`src/rtl/cpu_pipe_pkg.sv`:
```
// cpu_pipe_pkg: shared ID/EX pipeline definitions (control field layout, default widths, skid states)
package cpu_pipe_pkg;
  localparam int CP_CTRL_W = 10;
  localparam int CP_DATA_W = 133;
  localparam int RW        = 0;
  localparam int ALUSRC    = 1;
  localparam int BR        = 2;
  localparam int MR        = 3;
  localparam int MW        = 4;
  localparam int M2R       = 5;
  localparam int ALUC_LSB  = 6;
  localparam int ALUC_MSB  = 9;
  typedef enum logic [1:0] {EMPTY, ONE, FULL} state_e;
endpackage

```
`src/rtl/idex_skid_reg_if.sv`:
```
// idex_skid_reg_if: decode-side and execute-side handshake bundle of the ID/EX stage
interface idex_skid_reg_if #(
  parameter int CTRL_W = 10,
  parameter int DATA_W = 133,
  parameter int CNT_W  = 16
);
  logic              in_valid;
  logic              in_ready;
  logic [CTRL_W-1:0] in_ctrl;
  logic [DATA_W-1:0] in_data;
  logic              flush;
  logic              out_valid;
  logic              out_ready;
  logic [CTRL_W-1:0] out_ctrl;
  logic [DATA_W-1:0] out_data;
  logic              clr_stats;
  logic [CNT_W-1:0]  stall_cnt;
  modport master (
    output in_valid, in_ctrl, in_data, flush, out_ready, clr_stats,
    input  in_ready, out_valid, out_ctrl, out_data, stall_cnt
  );
  modport slave (
    input  in_valid, in_ctrl, in_data, flush, out_ready, clr_stats,
    output in_ready, out_valid, out_ctrl, out_data, stall_cnt
  );
endinterface

```
`src/rtl/idex_skid_reg_sat_counter.sv`:
```
// sat_counter: saturating up-counter with synchronous clear that wins over increment
module sat_counter #(
  parameter int CNT_W = 16
) (
  input  logic             clk,
  input  logic             rst_n,
  input  logic             inc_i,
  input  logic             clr_i,
  output logic [CNT_W-1:0] cnt_o
);
  logic [CNT_W-1:0] cnt_q, cnt_d;
  always_comb cnt_d = clr_i ? '0 : (inc_i && cnt_q != '1) ? cnt_q + CNT_W'(1) : cnt_q;
  always_ff @(posedge clk) cnt_q <= !rst_n ? '0 : cnt_d;
  assign cnt_o = cnt_q;
endmodule

```
`src/rtl/idex_skid_reg.sv`:
```
// idex_skid_reg: ID/EX pipeline register with 2-entry skid buffer, flush, bubble ctrl-zeroing
// and a saturating stall counter.
module idex_skid_reg
  import cpu_pipe_pkg::*;
#(
  parameter int                DATA_W    = CP_DATA_W,
  parameter int                CTRL_W    = CP_CTRL_W,
  parameter logic [CTRL_W-1:0] KILL_MASK = '1,
  parameter int                CNT_W     = 16
) (
  input logic            clk,
  input logic            rst_n,
  idex_skid_reg_if.slave bus
);
  localparam int W = CTRL_W + DATA_W;
  state_e       state_q, state_d;
  logic [W-1:0] main_q, main_d, skid_q, skid_d, in_beat;
  logic         acc, pop, in_ready, out_valid;
  assign in_ready      = state_q != FULL;
  assign out_valid     = state_q != EMPTY;
  assign in_beat       = {bus.in_ctrl, bus.in_data};
  assign acc           = bus.in_valid && in_ready;
  assign pop           = out_valid && bus.out_ready;
  assign bus.in_ready  = in_ready;
  assign bus.out_valid = out_valid;
  assign bus.out_data  = main_q[DATA_W-1:0];
  // Bubbles must never carry live write/branch/memory enables downstream
  assign bus.out_ctrl  = out_valid ? main_q[W-1:DATA_W] : main_q[W-1:DATA_W] & ~KILL_MASK;
  always_comb begin
    state_d = state_q;
    main_d  = main_q;
    skid_d  = skid_q;
    case (state_q)
      EMPTY: if (acc) begin
        main_d  = in_beat;
        state_d = ONE;
      end
      ONE: begin
        if (pop && acc) main_d = in_beat;
        else if (pop) state_d = EMPTY;
        else if (acc) begin
          skid_d  = in_beat;
          state_d = FULL;
        end
      end
      FULL: if (pop) begin
        main_d  = skid_q;
        state_d = ONE;
      end
      default: state_d = EMPTY;
    endcase
    if (bus.flush) begin
      state_d = EMPTY;
      main_d  = main_q;
      skid_d  = skid_q;
    end
  end
  always_ff @(posedge clk) begin
    if (!rst_n) begin
      state_q <= EMPTY;
      main_q  <= '0;
      skid_q  <= '0;
    end else begin
      state_q <= state_d;
      main_q  <= main_d;
      skid_q  <= skid_d;
    end
  end
  sat_counter #(.CNT_W(CNT_W)) u_stall (
    .clk   (clk),
    .rst_n (rst_n),
    .inc_i (out_valid && !bus.out_ready),
    .clr_i (bus.clr_stats),
    .cnt_o (bus.stall_cnt)
  );
endmodule

```
`src/flat_wrapper.sv`:
```
// flat-port wrapper written by rule: the top's interface ports become plain ports
module idex_skid_reg_flat import cpu_pipe_pkg::*;
#(
  parameter int                DATA_W    = CP_DATA_W,
  parameter int                CTRL_W    = CP_CTRL_W,
  parameter logic [CTRL_W-1:0] KILL_MASK = '1,
  parameter int                CNT_W     = 16
)
  (clk, rst_n, bus_in_valid, bus_in_ctrl, bus_in_data, bus_flush, bus_out_ready, bus_clr_stats, bus_in_ready, bus_out_valid, bus_out_ctrl, bus_out_data, bus_stall_cnt);
  idex_skid_reg_if #(.CTRL_W(CTRL_W), .DATA_W(DATA_W), .CNT_W(CNT_W)) bus_i ();
  input logic clk;
  input logic rst_n;
  input wire logic [$bits(bus_i.in_valid)-1:0] bus_in_valid;
  input wire logic [$bits(bus_i.in_ctrl)-1:0] bus_in_ctrl;
  input wire logic [$bits(bus_i.in_data)-1:0] bus_in_data;
  input wire logic [$bits(bus_i.flush)-1:0] bus_flush;
  input wire logic [$bits(bus_i.out_ready)-1:0] bus_out_ready;
  input wire logic [$bits(bus_i.clr_stats)-1:0] bus_clr_stats;
  output wire logic [$bits(bus_i.in_ready)-1:0] bus_in_ready;
  output wire logic [$bits(bus_i.out_valid)-1:0] bus_out_valid;
  output wire logic [$bits(bus_i.out_ctrl)-1:0] bus_out_ctrl;
  output wire logic [$bits(bus_i.out_data)-1:0] bus_out_data;
  output wire logic [$bits(bus_i.stall_cnt)-1:0] bus_stall_cnt;
  assign bus_i.in_valid = bus_in_valid;
  assign bus_i.in_ctrl = bus_in_ctrl;
  assign bus_i.in_data = bus_in_data;
  assign bus_i.flush = bus_flush;
  assign bus_i.out_ready = bus_out_ready;
  assign bus_i.clr_stats = bus_clr_stats;
  assign bus_in_ready = bus_i.in_ready;
  assign bus_out_valid = bus_i.out_valid;
  assign bus_out_ctrl = bus_i.out_ctrl;
  assign bus_out_data = bus_i.out_data;
  assign bus_stall_cnt = bus_i.stall_cnt;
  idex_skid_reg #(.DATA_W(DATA_W), .CTRL_W(CTRL_W), .KILL_MASK(KILL_MASK), .CNT_W(CNT_W)) u_core (.clk(clk), .rst_n(rst_n), .bus(bus_i));
endmodule
```
`config.mk`:
```
export PLATFORM = sky130hd
export DESIGN_NAME = idex_skid_reg_flat
export DESIGN_NICKNAME = d
export VERILOG_FILES = /design/src/rtl/cpu_pipe_pkg.sv /design/src/rtl/idex_skid_reg_if.sv /design/src/rtl/idex_skid_reg_sat_counter.sv /design/src/rtl/idex_skid_reg.sv /design/src/flat_wrapper.sv
export SDC_FILE = /design/constraint.sdc
export NUM_CORES = 1
export LEC_CHECK = 0
export ABC_AREA = 1
export BUFFER_PORTS_ARGS = -buffer_cell sky130_fd_sc_hd__buf_2
export CORE_UTILIZATION = 50
export DETAILED_ROUTE_END_ITERATION = 7
export GPL_TIMING_DRIVEN = 0
export PLACE_DENSITY = 0.77
export SLEW_MARGIN = 20
export SYNTH_ARGS = -nofsm -noshare
export SYNTH_HDL_FRONTEND = slang
export SYNTH_HIERARCHICAL = 1
export SYNTH_SLANG_ARGS = --single-unit
```
`constraint.sdc`:
```
create_clock -name clk -period 1.35 [get_ports clk]
set_input_delay 0.27 -clock clk [delete_from_list [all_inputs] [get_ports clk]]
set_output_delay 0.27 -clock clk [all_outputs]
set_load 0.03 [all_outputs]
```
-- After elaboration in Yosys (flattened, before gate mapping)
Index checks and enable logic that the tools add are counted.
- $mul: 0
- div/mod/pow operators: 0
- add/sub/neg operators: 1
- shift operators: 0
- reduce and logical (&&, ||, !) cells: 14
- muxes and demuxes: 11
- equality and inequality tests: 9
- order comparisons: 0
- bitwise operators: 4
- operators with widths (cell ; number):
    $mux W143 ; 3
    $pmux W143 S3 ; 1
    $add A16 B1 Y16 const B ; 1
    $ne A16 B16 Y1 const B ; 1
    $mux W10 ; 1
    $mux W2 ; 5
    $reduce_and A5 Y1 ; 2
    $ne A2 B1 Y1 const B ; 3
    $pmux W2 S3 ; 1
    $logic_and A1 B1 Y1 ; 5
    $ne A2 B2 Y1 const B ; 2
    $not A1 Y1 ; 4
    $reduce_and A4 Y1 ; 1
    $reduce_or A2 Y1 ; 2
    $ne A3 B1 Y1 const B ; 1
    $reduce_bool A3 Y1 ; 1
    $eq A2 B1 Y1 const B ; 1
    $eq A2 B2 Y1 const B ; 1
    $logic_not A2 Y1 ; 1
    $reduce_bool A2 Y1 ; 1
    $logic_not A1 Y1 ; 1
- bits in latches: 0
- memories kept: 0
- register bits: 304
- word-level logic and storage cells: 43
- RAM bits: 0
- input bits: 149
- memory bits (read-only): 0
- output and inout bits: 161

-- Longest topological paths before layout
Gate-level depths: netlist of the first run.
- depth in word-level cells: 6
- depth in mapped cells: 11
- depth with buffers taken out: 11

-- Cells and area by module
The synthesis of the first run kept the hierarchy.
- by module, submodules not included (module ; cells an instance ; sequential area each (um^2) ; area an instance (um^2) ; instances):
    idex_skid_reg ; 2200 ; 5765.5 ; 14467.6 ; 1
    sat_counter ; 153 ; 320.3 ; 910.9 ; 1

-- Worst setup path after synthesis of the first run
OpenSTA, ideal clock, no wires.
- kind: reg-to-reg
- start: reg u_core.u_stall.cnt_q[1] (netlist: u_core/u_stall/cnt_o[1])
- end: reg u_core.u_stall.cnt_q[13] (netlist: u_core/u_stall/cnt_o[13])
- setup time: 116 ps
- slack: -173 ps
- required time: 1234 ps
- path buffers: 1
- clock period less this slack: 1523 ps
- stages on the path, launching flop included: 8
- arrival time: 1407 ps
- cell sequence: dfxtp_1 -> ha_1 -> inv_1 -> nor2_1 -> nand4_1 -> buf_2 -> a21oi_1 -> nor2_1
- longest elaborated chain between the ends: 2
- elaborated cells on any way between the ends: 3
- those cells by class: 1 x add/sub; 1 x eq/ne; 1 x reduce/logical
- ends and longest elaborated chain (element ; RTL line ; source):
    start: declaration ; idex_skid_reg_sat_counter.sv:11 ; logic [CNT_W-1:0] cnt_q, cnt_d;
    start signal: assignment ; idex_skid_reg_sat_counter.sv:13 ; always_ff @(posedge clk) cnt_q <= !rst_n ? '0 : cnt_d;
    parallel branches: the longest is 2 deep, another holds $add A16 B1 Y16 ; n/a ;
Several ways; the timed one is not identified.
A chain may end at the register's enable or synchronous reset.

-- Worst setup path in the final report of the first run
- start: reg u_core.state_q[1]
- end: out bus_out_ctrl[0]
- longest elaborated chain between the ends: 2
- ends and longest elaborated chain (element ; RTL line ; source):
    start: declaration ; idex_skid_reg.sv:16 ; state_e state_q, state_d;
    start signal: assignment ; idex_skid_reg.sv:64 ; state_q <= state_d;
    $reduce_bool A2 Y1 ; idex_skid_reg.sv:20 ; assign out_valid = state_q != EMPTY;
    $mux W10 ; idex_skid_reg.sv:28 ; assign bus.out_ctrl = out_valid ? main_q[W-1:DATA_W] : main_q[W-1:DATA_W] & ~KILL_MASK;
    end: declaration ; flat_wrapper.sv:21 ; output wire logic [$bits(bus_i.out_ctrl)-1:0] bus_out_ctrl;
Every way passes these cells.

==> impl_results.md, run 1 <==
* Die footprint at 0.03146 mm^2
* Commonest cells post-synth: nand2_1, nor2_1, dfxtp_1, nand3_1, inv_1
* Setup WS pre-CTS at -0.9544 ns
* Crit path kind: reg -> out
* Largest net degree at the start of global routing at 15
* Most frequent cell after synthesis: nand2_1
* CTS Root Buffer Type: clkbuf_16
* Filler cells at 2111
* Io pins at 310
* Tmin final at 1.729 ns
* Met2 Wirelength at 24310 um
* Setup TNS at -64.70 ns
* Max Buffers Root-to-Sink at 3
* Status: complete, but fails checks
* Worst skew pair latency at 0.51 ns
* Fin util at 0.7617
* Synthesized area per cell at 6.536 um^2
* Leakage Power at 10.79 nW
* CP max stage cell: dfxtp_4
* Crit start category: flop
* Grt total ovfl at 0
* Top cell type by total area after synthesis: dfxtp_1
* Floorplan core area at 0.02995 mm^2
* Seq/Total Area, Yosys at 0.3957
* Synth warn at 6
* Max_slew headroom at 0.6405
* Drt first-iter violations at 1223
* Flops & latches, synth at 304
* Die W at 177.4 um
* Drt total wl at 50050 um
* Area growth, synth to finish at 48.37%
* Met3 wire len at 3206 um
* Post-Syn Nets at 2503
* CTS sink cnt at 304
* Antenna Violating Nets Remaining at 0
* Port Buffers at 309
* Max layer used: met5
* Final Slew Violations at 0
* Gr usage total at 0.2866
* Clock Skew at 0.01321 ns
* Synth top area share at 0.3957
* Top FF cell, synth: dfxtp_1
* Worst-Margin Slew at 0.5392 ns
* Req. time, crit path at 1.08 ns
* CP peak stage delay at 0.37 ns
* Clock slew at reported path FFs at 0.06 ns
* Syn Inst Count at 2353
* Hold/Removal Path Class: in -> reg
* WP data arrival at 1.46 ns
* Vias in the first global route at 15005
* CTS tree: done
* Layout cells sized above 1 at 0.3609
* Global-route wire length before repair at 72840 um
* Final Cycle Share at 1.281
* Num CTS Buffers at 35
* Crit path launch: u_core/state_q[1]$_SDFFE_PP0P_
* HPWL after DPL at 29960 um
* CP Cell Sequence: nor2_4 > buf_8 > nor2_2 > buf_6
* Syn Std Cell Area at 0.01538 mm^2
* Die height at 177.4 um
* Num rows at 63
* Worst Path Max Fanout at 5
* RR Startpoint: u_core/state_q[1]$_SDFFE_PP0P_
* Via density at 5.202
* Total power divided by cell area at 1072 mW/mm^2
* Layout Nets at 2939
* Multi-input gate area at 0.007696 mm^2
* CP Capture Type: output pin
* Number of library cell types mapped by synthesis at 22
* Number of flops mapped to enable cells by yosys at 0
* FF+latch area at 0.006271 mm^2
* Final setup viols at 328
* Share of synthesized registers carrying an async set or reset at 0
* Post-Route M1 WL at 20290 um
* Remaining DRCs at 0
* Post-DR wirelength/cell at 15.59 um
* Final hold vios at 0
* Starting Density at 0.5134
* 1st-pass router iterations at 7
* Failing checks: negative setup slack
* Top cells by area, synth: dfxtp_1, nand2_1, nand3_1
* HP Start: bus_in_data[105]
* Initial antenna violation count at 13
* Final setup margin at -0.3791 ns
* Worst vdd ir at 937.9 uV
* Max Cap Viol at 0
* H-tree depth at 2
* Placer congestion estimate at 0.8910
* Maximum clock rate at 578.3 MHz
* RSZ-0062 raised after global routing: yes
* Vias post-DR at 16705
through the flow:
step	cell area [um^2]	hold slack [ns]	total power [mW]	std cells
global route	22810	0.006749	25.36	3209
global placement	17520	0.4503	13.16	3052
detailed placement	17520	0.4540	13.22	3052
CTS	21450	0.003268	23.96	3173
floorplan	15490	0.4022	12.20	2353
finish	22820	0.01889	24.47	3211
sequential cells by signal, summed over array words and instances (netlist names):
register	flops
u_core/main_q	143
u_core/skid_q	143
u_core/state_q	2
u_core/u_stall/cnt_o	16
report_power, final:
| part | internal, mW | switching (mW) |
|---|---|---|
| sequential | 9.41 | 0.300 |
| combinational | 2.44 | 2.58 |
| clock | 6.01 | 3.72 |
| total | 17.9 | 6.61 |
logic make-up (layout without fill, tap and decap cells):
group / after synthesis / count (layout) / share of synthesized area
adder cells (fa/ha/maj): 1 / 1 / 0.0008135
AND/OR/NAND/NOR: 1421 / 1422 / 0.3747
flip-flops: 304 / 304 / 0.3957
other: 0 / 11 / 0
AO/OA/AOI/OAI: 163 / 163 / 0.07632
buffers and inverters: 464 / 920 / 0.1524
cell type report:
class | instances | share of cell area
buffer | 278 | 0.1207
inverter | 173 | 0.02912
clock inverter | 9 | 0.006526
tap | 390 | 0.02139
timing repair buffer | 410 | 0.1635
sequential | 304 | 0.2748
antenna | 11 | 0.001206
timing repair inverter | 1 | 0.0007129
clock buffer | 49 | 0.04469
multi-input combinational | 1586 | 0.3373
timing repair:
item / CTS / global route
hold endpoints to repair: 2 / 0
pin swaps: 16 / 78
cloned: 20 / 16
hold buffers: 2 / 0
gates resized for setup: 767 / 312
buffers inserted: 53 / 18
setup endpoints to repair: 454 / 431
cells in the final DEF, fill, tap and decap left out, types with 5 or more instances in the layout:
cell and n:
a21boi_0 55, nand3_2 45, buf_4 94, nor2_4 32
clkbuf_8 14, inv_1 165, dfxtp_1 172, diode_2 11
dfxtp_4 8, clkbuf_2 5, nand2_2 15, buf_2 173
nand2_1 744, a21oi_1 11, nand3_1 255, clkbuf_1 33
nor2_2 59, clkbuf_16 49, buf_6 298, buf_8 33
nor2_1 257, buf_12 14, clkbuf_4 16, dfxtp_2 124
a21boi_1 88
critical path, delay by kind of cell, from the launching register on:
family,cells,cell delay (ns)
flip-flops,1,0.37
AND/OR/NAND/NOR,2,0.29
buffers and inverters,2,0.29
path summary, 6_finish.rpt:
check	to	slack, ns	cells after the start
hold / removal	u_core/skid_q[105]$_SDFFE_PN0P_	0.02	3
hold reg to reg	u_core/skid_q[96]$_SDFFE_PN0P_	0.46	2
setup reg to reg	u_core/main_q[70]$_SDFFE_PN0P_	-0.38	10
setup / recovery	bus_out_ctrl[0]	-0.38	4
per-layer routing:
| layer | vias to the layer above | global-route usage |
|---|---|---|
| met5 | - | 0 |
| met4 | 6 | 0.1225 |
| met3 | 161 | 0.04542 |
| met2 | 695 | 0.4937 |
| met1 | 7796 | 0.3527 |
| li1 | 8047 | - |
Power figures use the tool's default switching activity.
==> run 2: changes to the inputs <==
Settings changed: CORE_UTILIZATION 50 to 47, PLACE_DENSITY 0.77 to 0.73.
==> run 2 against run 1 <==
The flow still finishes with violations (negative setup slack). Highest routed layer unchanged. Final cell count is essentially flat. Via count shrank 5.4%. Clock power shrank 1%. Sequential power shrank 0.9%. Power shrank 4.1%.
==> impl_results.md, run 2 (synthesis gave the netlist of run 1 again) <==
* H-tree depth at 2
* Status: complete, but fails checks
* Setup WS pre-CTS at -0.9229 ns
* Die height at 182.9 um
* Drt first-iter violations at 1042
* Crit start category: flop
* Layout cells sized above 1 at 0.3024
* Sw Share at 0.2698
* Placer congestion estimate at 0.8689
* Remaining DRCs at 0
* Hold/Removal Path Class: in -> reg
* Worst skew pair latency at 0.51 ns
* Worst Path Max Fanout at 5
* Clock slew at reported path FFs at 0.06 ns
* CP Capture Type: output pin
* Fin cells at 3212
* Clk pwr share at 0.409
* Leakage Power at 10.27 nW
* Layout Nets at 2898
* Post-DR wirelength/cell at 14.13 um
* Largest net degree at the start of global routing at 13
* Grt total ovfl at 0
* Int Pwr at 17.13 mW
* Antenna Violating Nets Remaining at 0
* Final setup viols at 454
* CTS Root Buffer Type: clkbuf_16
* WP data arrival at 1.47 ns
* Clock Skew at 0.01455 ns
* Global-route wire length before repair at 69610 um
* Sequential power share at 0.410
* Final Cycle Share at 1.287
* Gr usage total at 0.2567
* RSZ-0062 raised after global routing: yes
* Vias post-DR at 15804
* Area growth, synth to finish at 36.84%
* CTS tree: done
* Final Slew Violations at 0
* Initial antenna violation count at 11
* Starting Density at 0.4824
* 1st-pass router iterations at 7
* Final setup margin at -0.3873 ns
* Worst hold margin at 0.01906 ns
* Tmin final at 1.737 ns
* Req. time, crit path at 1.08 ns
* Port Buffers at 309
* Floorplan core area at 0.03188 mm^2
* Worst vdd ir at 924.8 uV
* Max Buffers Root-to-Sink at 3
* Num CTS Buffers at 36
* Drt total wl at 45390 um
* Crit path kind: reg -> out
* Most frequent cells in the layout: nand2_1, buf_2, dfxtp_1
* Io pins at 310
* Placed insts at 3097
* Net Sw Power at 6.331 mW
* Maximum clock rate at 575.6 MHz
* Failing checks: negative setup slack
* Die footprint at 0.03345 mm^2
* Hold-fix buffers at CTS at 0
* Worst-Margin Slew at 0.6355 ns
* Max Cap Viol at 0
* Total power divided by cell area at 1115 mW/mm^2
* Comb pwr share at 0.182
* Num rows at 65
* HPWL after DPL at 30260 um
* Max_slew headroom at 0.5764
* Vias in the first global route at 14202
* CTS sink cnt at 304
* Final hold vios at 0
* Via density at 4.920
* Die W at 182.9 um
* Most common cell after layout, fill and taps aside: nand2_1
[run 2: changes by cell type in the layout (fill, tap and decap cells not counted), moves of 10 or more]
cell      before  now
buf_6        298   25
buf_2        173  312
dfxtp_1      172  289
dfxtp_2      124   11
buf_4         94  170
nor2_2        59   36
clkbuf_2       5   22
nor2_4        32   48
a21boi_0      55   45
[run 2: per-layer routing]
metal	GRT usage	vias to the layer above	part of all wire
met5	0	-	0.0011
met1	0.3258	7258	0.43
met2	0.4342	476	0.47
met3	0.04726	98	0.066
met4	0.09400	8	0.031
li1	-	7964	-
[run 2: power by group through the flow]
| stage | registers, mW | clock network, mW | logic (mW) |
|---|---|---|---|
| 4_1_cts | 9.56 | 9.78 | 3.87 |
| 3_3_place_gp | 9.74 | 0 | 3.43 |
| 3_5_place_dp | 9.75 | 0 | 3.48 |
| 5_1_grt | 9.66 | 10.2 | 4.62 |
| 6_report | 9.62 | 9.59 | 4.26 |
| 2_1_floorplan | 9.70 | 0 | 2.50 |
[run 2: critical path, cell delays in order, from the launching register on]
cell     delay, ns
dfxtp_4       0.37
nor2_4        0.24
buf_8         0.17
nor2_2        0.05
buf_6         0.13
[run 2: cell type report]
| cell class | count | area [um^2] |
|---|---|---|
| tap | 435 | 544.3 |
| timing repair buffer | 363 | 2530 |
| inverter | 173 | 670.6 |
| clock inverter | 8 | 90.09 |
| sequential | 304 | 6115 |
| fill | 2791 | 10840 |
| buffer | 285 | 2297 |
| multi-input combinational | 1585 | 7696 |
| clock buffer | 53 | 1086 |
| antenna | 6 | 15.01 |
[run 2: timing repair]
item	4_1_cts	5_1_grt
cloned	11	12
gates resized for setup	243	240
buffers inserted	24	9
setup endpoints to repair	461	464
pin swaps	7	44
[run 2: worst paths after layout]
kind	from	to	slack, ns	depth (start not counted)
max	u_core/state_q[1]$_SDFFE_PP0P_	bus_out_ctrl[7]	-0.39	4
min	bus_in_data[11]	u_core/skid_q[11]$_SDFFE_PN0P_	0.02	3
max reg2reg	u_core/state_q[1]$_SDFFE_PP0P_	u_core/main_q[100]$_SDFFE_PN0P_	-0.39	10
min reg2reg	u_core/skid_q[131]$_SDFFE_PN0P_	u_core/skid_q[131]$_SDFFE_PN0P_	0.46	2
[run 2: per-stage QoR]
| stage | power, mW | TNS [ns] | instance area (um^2) | utilization |
|---|---|---|---|---|
| floorplan | 12.20 | -0.9248 | 15490 | - |
| global placement | 13.17 | -214.99 | 17580 | 0.5514 |
| detailed placement | 13.23 | -222.77 | 17580 | 0.5514 |
| CTS | 23.21 | -75.11 | 20000 | 0.6274 |
| global route | 24.46 | -103.52 | 21040 | 0.6599 |
| finish | 23.47 | -73.07 | 21040 | 0.6601 |
==> run 3: changes to the inputs <==
Settings changed: PLACE_DENSITY 0.73 to 0.74, SYNTH_HIERARCHICAL 1 to not set.
==> run 3 against run 2 <==
Sequential power decreased by 1%. Highest routed layer unchanged. Clock power increased by 0.4%. The run still ends with negative setup slack left. First-iteration DRC count increased by 2.1%. Hold slack improved by 0.042 ns. Critical path type unchanged.
==> impl_results.md, run 3 <==
* Status: complete, but fails checks
* Failing checks: negative setup slack
* CTS tree: done
* Final Cycle Share at 1.290
* R2R setup slack at -0.35 ns
* Max Cap Viol at 0
* Placer congestion estimate at 0.8596
* Worst skew pair latency at 0.50 ns
* Post-Syn Nets at 2014
* Seq/Total Area, Yosys at 0.4462
* Most frequent cell after synthesis: dfxtp_1
* Vias post-DR at 13393
* Final setup margin at -0.3920 ns
* Final instance area at 0.01827 mm^2
* R2R Path End: u_core.skid_q[47]$_SDFFE_PN0P_
* CTS sink cnt at 304
* Max_slew headroom at 0.3740
* HPWL after DPL at 27150 um
* Most common cell after layout, fill and taps aside: buf_2
* Synth warn at 0
* Final Slew Violations at 0
* CTS Root Buffer Type: clkbuf_16
* Clock slew at reported path FFs at 0.06 ns
* Hold path cells at 3
* Syn Inst Count at 1864
* Num CTS Buffers at 35
* Top cell type by total area after synthesis: dfxtp_1
* Final hold vios at 0
* Gr usage total at 0.2528
* Share of synthesized registers carrying an async set or reset at 0
* Max Buffers Root-to-Sink at 3
* Antenna Violating Nets Remaining at 0
* WP data arrival at 1.47 ns
* H-tree depth at 2
* Met3 wire len at 2823 um
* Flops & latches, synth at 304
* Drt first-iter violations at 1064
* Io pins at 310
* Number of library cell types mapped by synthesis at 25
* HP Start: bus_in_data[126]
* Worst vdd ir at 1066 uV
* Die height at 172.4 um
* Max layer used: met5
* Maximum clock rate at 574.1 MHz
* Num rows at 61
* Worst Path Max Fanout at 4
* 1st-pass router iterations at 5
* Top FF cell, synth: dfxtp_1
* Synthesized area per cell at 7.317 um^2
* Floorplan core area at 0.02816 mm^2
* CP max stage cell: dfxtp_4
* Top cells by area, synth: dfxtp_1, a21oi_1, o21ai_0
* Clock Skew at 0.01126 ns
* Setup WS pre-CTS at -0.7112 ns
* Hold Path Sink: u_core.skid_q[126]$_SDFFE_PN0P_
* Initial antenna violation count at 11
* Tmin final at 1.742 ns
* Critical path's top delay family: buffers and inverters
* Global-route wire length before repair at 59680 um
* Drt total wl at 40730 um
* Vias in the first global route at 11890
* CP Capture Type: output pin
* Hold/Removal Path Class: in -> reg
* Via density at 5.054
* Crit path kind: reg -> out
* Placed cell area at 0.01570 mm^2
* CP Cell Sequence: inv_4 > nor2_4 > inv_4 > buf_6 > buf_6 > buf_6
* Post-DR wirelength/cell at 15.37 um
* CP dominant cell by count: buf_6
* WP buf/inv at 5
* Most frequent cells in the layout: buf_2, inv_1, a21oi_1, dfxtp_1, o21ai_0
* Layout cells sized above 1 at 0.3338
* RSZ-0062 raised after global routing: yes
* Remaining DRCs at 0
* Setup TNS at -83.77 ns
* Req. time, crit path at 1.08 ns
* CP peak stage delay at 0.37 ns
* Met2 Wirelength at 19460 um
* Crit start category: flop
* Starting Density at 0.4843
* Syn Std Cell Area at 0.01364 mm^2
* Layout Nets at 2389
* Final setup viols at 454
* Grt total ovfl at 0
* Port Buffers at 308
* Fin util at 0.6486
* Total power divided by cell area at 1231 mW/mm^2
* Die footprint at 0.02970 mm^2
* Area growth, synth to finish at 33.93%
* Leakage Power at 8.065 nW
* Synth top area share at 0.4462
* Filler cells at 2426
* Largest net degree at the start of global routing at 14
* Number of flops mapped to enable cells by yosys at 0
* Post-Route M1 WL at 17130 um
* Commonest cells post-synth: dfxtp_1, inv_1, a21oi_1, o21ai_0, nand2_1
* RR Startpoint: u_core.state_q[1]$_SDFFE_PP0P_
* Worst-Margin Slew at 0.9390 ns
* Depth of the most critical reg-to-reg path at 8
* Die W at 172.4 um
run 3: changes by cell type after synthesis, moves of 11 or more:
cell / before / now
nor2_1: 342 / 34
a21boi_1: 70 / 0
nand2_1: 761 / 187
o21ai_1: 2 / 139
buf_6: 0 / 11
a21oi_1: 14 / 298
buf_1: 24 / 0
a21boi_0: 73 / 0
o21ai_0: 4 / 291
inv_1: 170 / 301
nand3_1: 302 / 21
run 3: where the power goes:
part           internal [mW]  switching [mW]  leakage [nW]  total [mW]
Sequential              9.34           0.174          2.49        9.52
Combinational           1.35            1.99          4.99        3.34
Clock                   5.89            3.74         0.581        9.63
run 3: metrics by stage:
step	std cells	hold slack (ns)	total power [mW]
6_report	2650	0.06099	22.49
4_1_cts	2627	0.04241	22.31
2_1_floorplan	1864	0.4241	11.72
3_5_place_dp	2550	0.4366	12.63
3_3_place_gp	2550	0.4324	12.58
5_1_grt	2649	0.05959	23.34
run 3: metal layers:
layer	up-vias	track usage
li1	6643	-
met1	6183	0.3272
met2	465	0.4109
met3	96	0.05402
met4	6	0.09619
met5	-	0
run 3: worst max path at each step:
| stage | startpoint | end | slack, ns | cells past startpoint |
|---|---|---|---|---|
| final | u_core.state_q[1]$_SDFFE_PP0P_ | bus_in_ready | -0.39 | 6 |
| after global routing | u_core.state_q[1]$_SDFFE_PP0P_ | bus_in_ready | -0.44 | 6 |
| after CTS | u_core.state_q[1]$_SDFFE_PP0P_ | bus_in_ready | -0.41 | 6 |
| after detailed placement | rst_n | u_core.main_q[12]$_SDFFE_PN0P_ | -0.71 | 5 |
| after global placement | rst_n | u_core.main_q[12]$_SDFFE_PN0P_ | -0.71 | 5 |
| after floorplan | u_core.u_stall.cnt_o[1]$_SDFFE_PP0P_ | u_core.u_stall.cnt_o[0]$_SDFFE_PP0P_ | -0.004 | 9 |
run 3: what timing repair did:
| action | in CTS | in global routing |
|---|---|---|
| endpoints found under the setup margin | 454 | 464 |
| setup buffers | 10 | 7 |
| hold buffers | 0 | 0 |
| pin swaps | 8 | 19 |
| gates resized for setup | 187 | 201 |
| cloned | 4 | 9 |
run 3: cell type report:
type	count	area, um^2	share of cell area
clock inverters	10	108.9	0.005959
repair buffers	335	1977	0.1082
well taps	378	473.0	0.02589
clock buffers	53	1076	0.05890
diodes	7	17.52	0.0009589
flip-flops and latches	304	6118	0.3349
inverters	305	1152	0.06308
plain buffers	262	2018	0.1105
multi-input cells	996	5326	0.2916
run 3: worst register-to-register path: cells and delay by family, from the launching register on:
family	cells	cell delay, ns
buf+inv	4	0.65
flops	1	0.36
simple gates	3	0.45
compound gates	1	0.17
run 3: logic make-up (layout without fill, tap and decap cells):
logic type,after synthesis,count (layout),synth area share
other,0,7,0
adder cells (fa/ha/maj),1,1,0.0009172
AND/OR/NAND/NOR,256,259,0.07568
XOR/XNOR,6,6,0.003853
AO/OA/AOI/OAI,730,730,0.2683
flip-flops,304,304,0.4462
buffers and inverters,567,965,0.2050
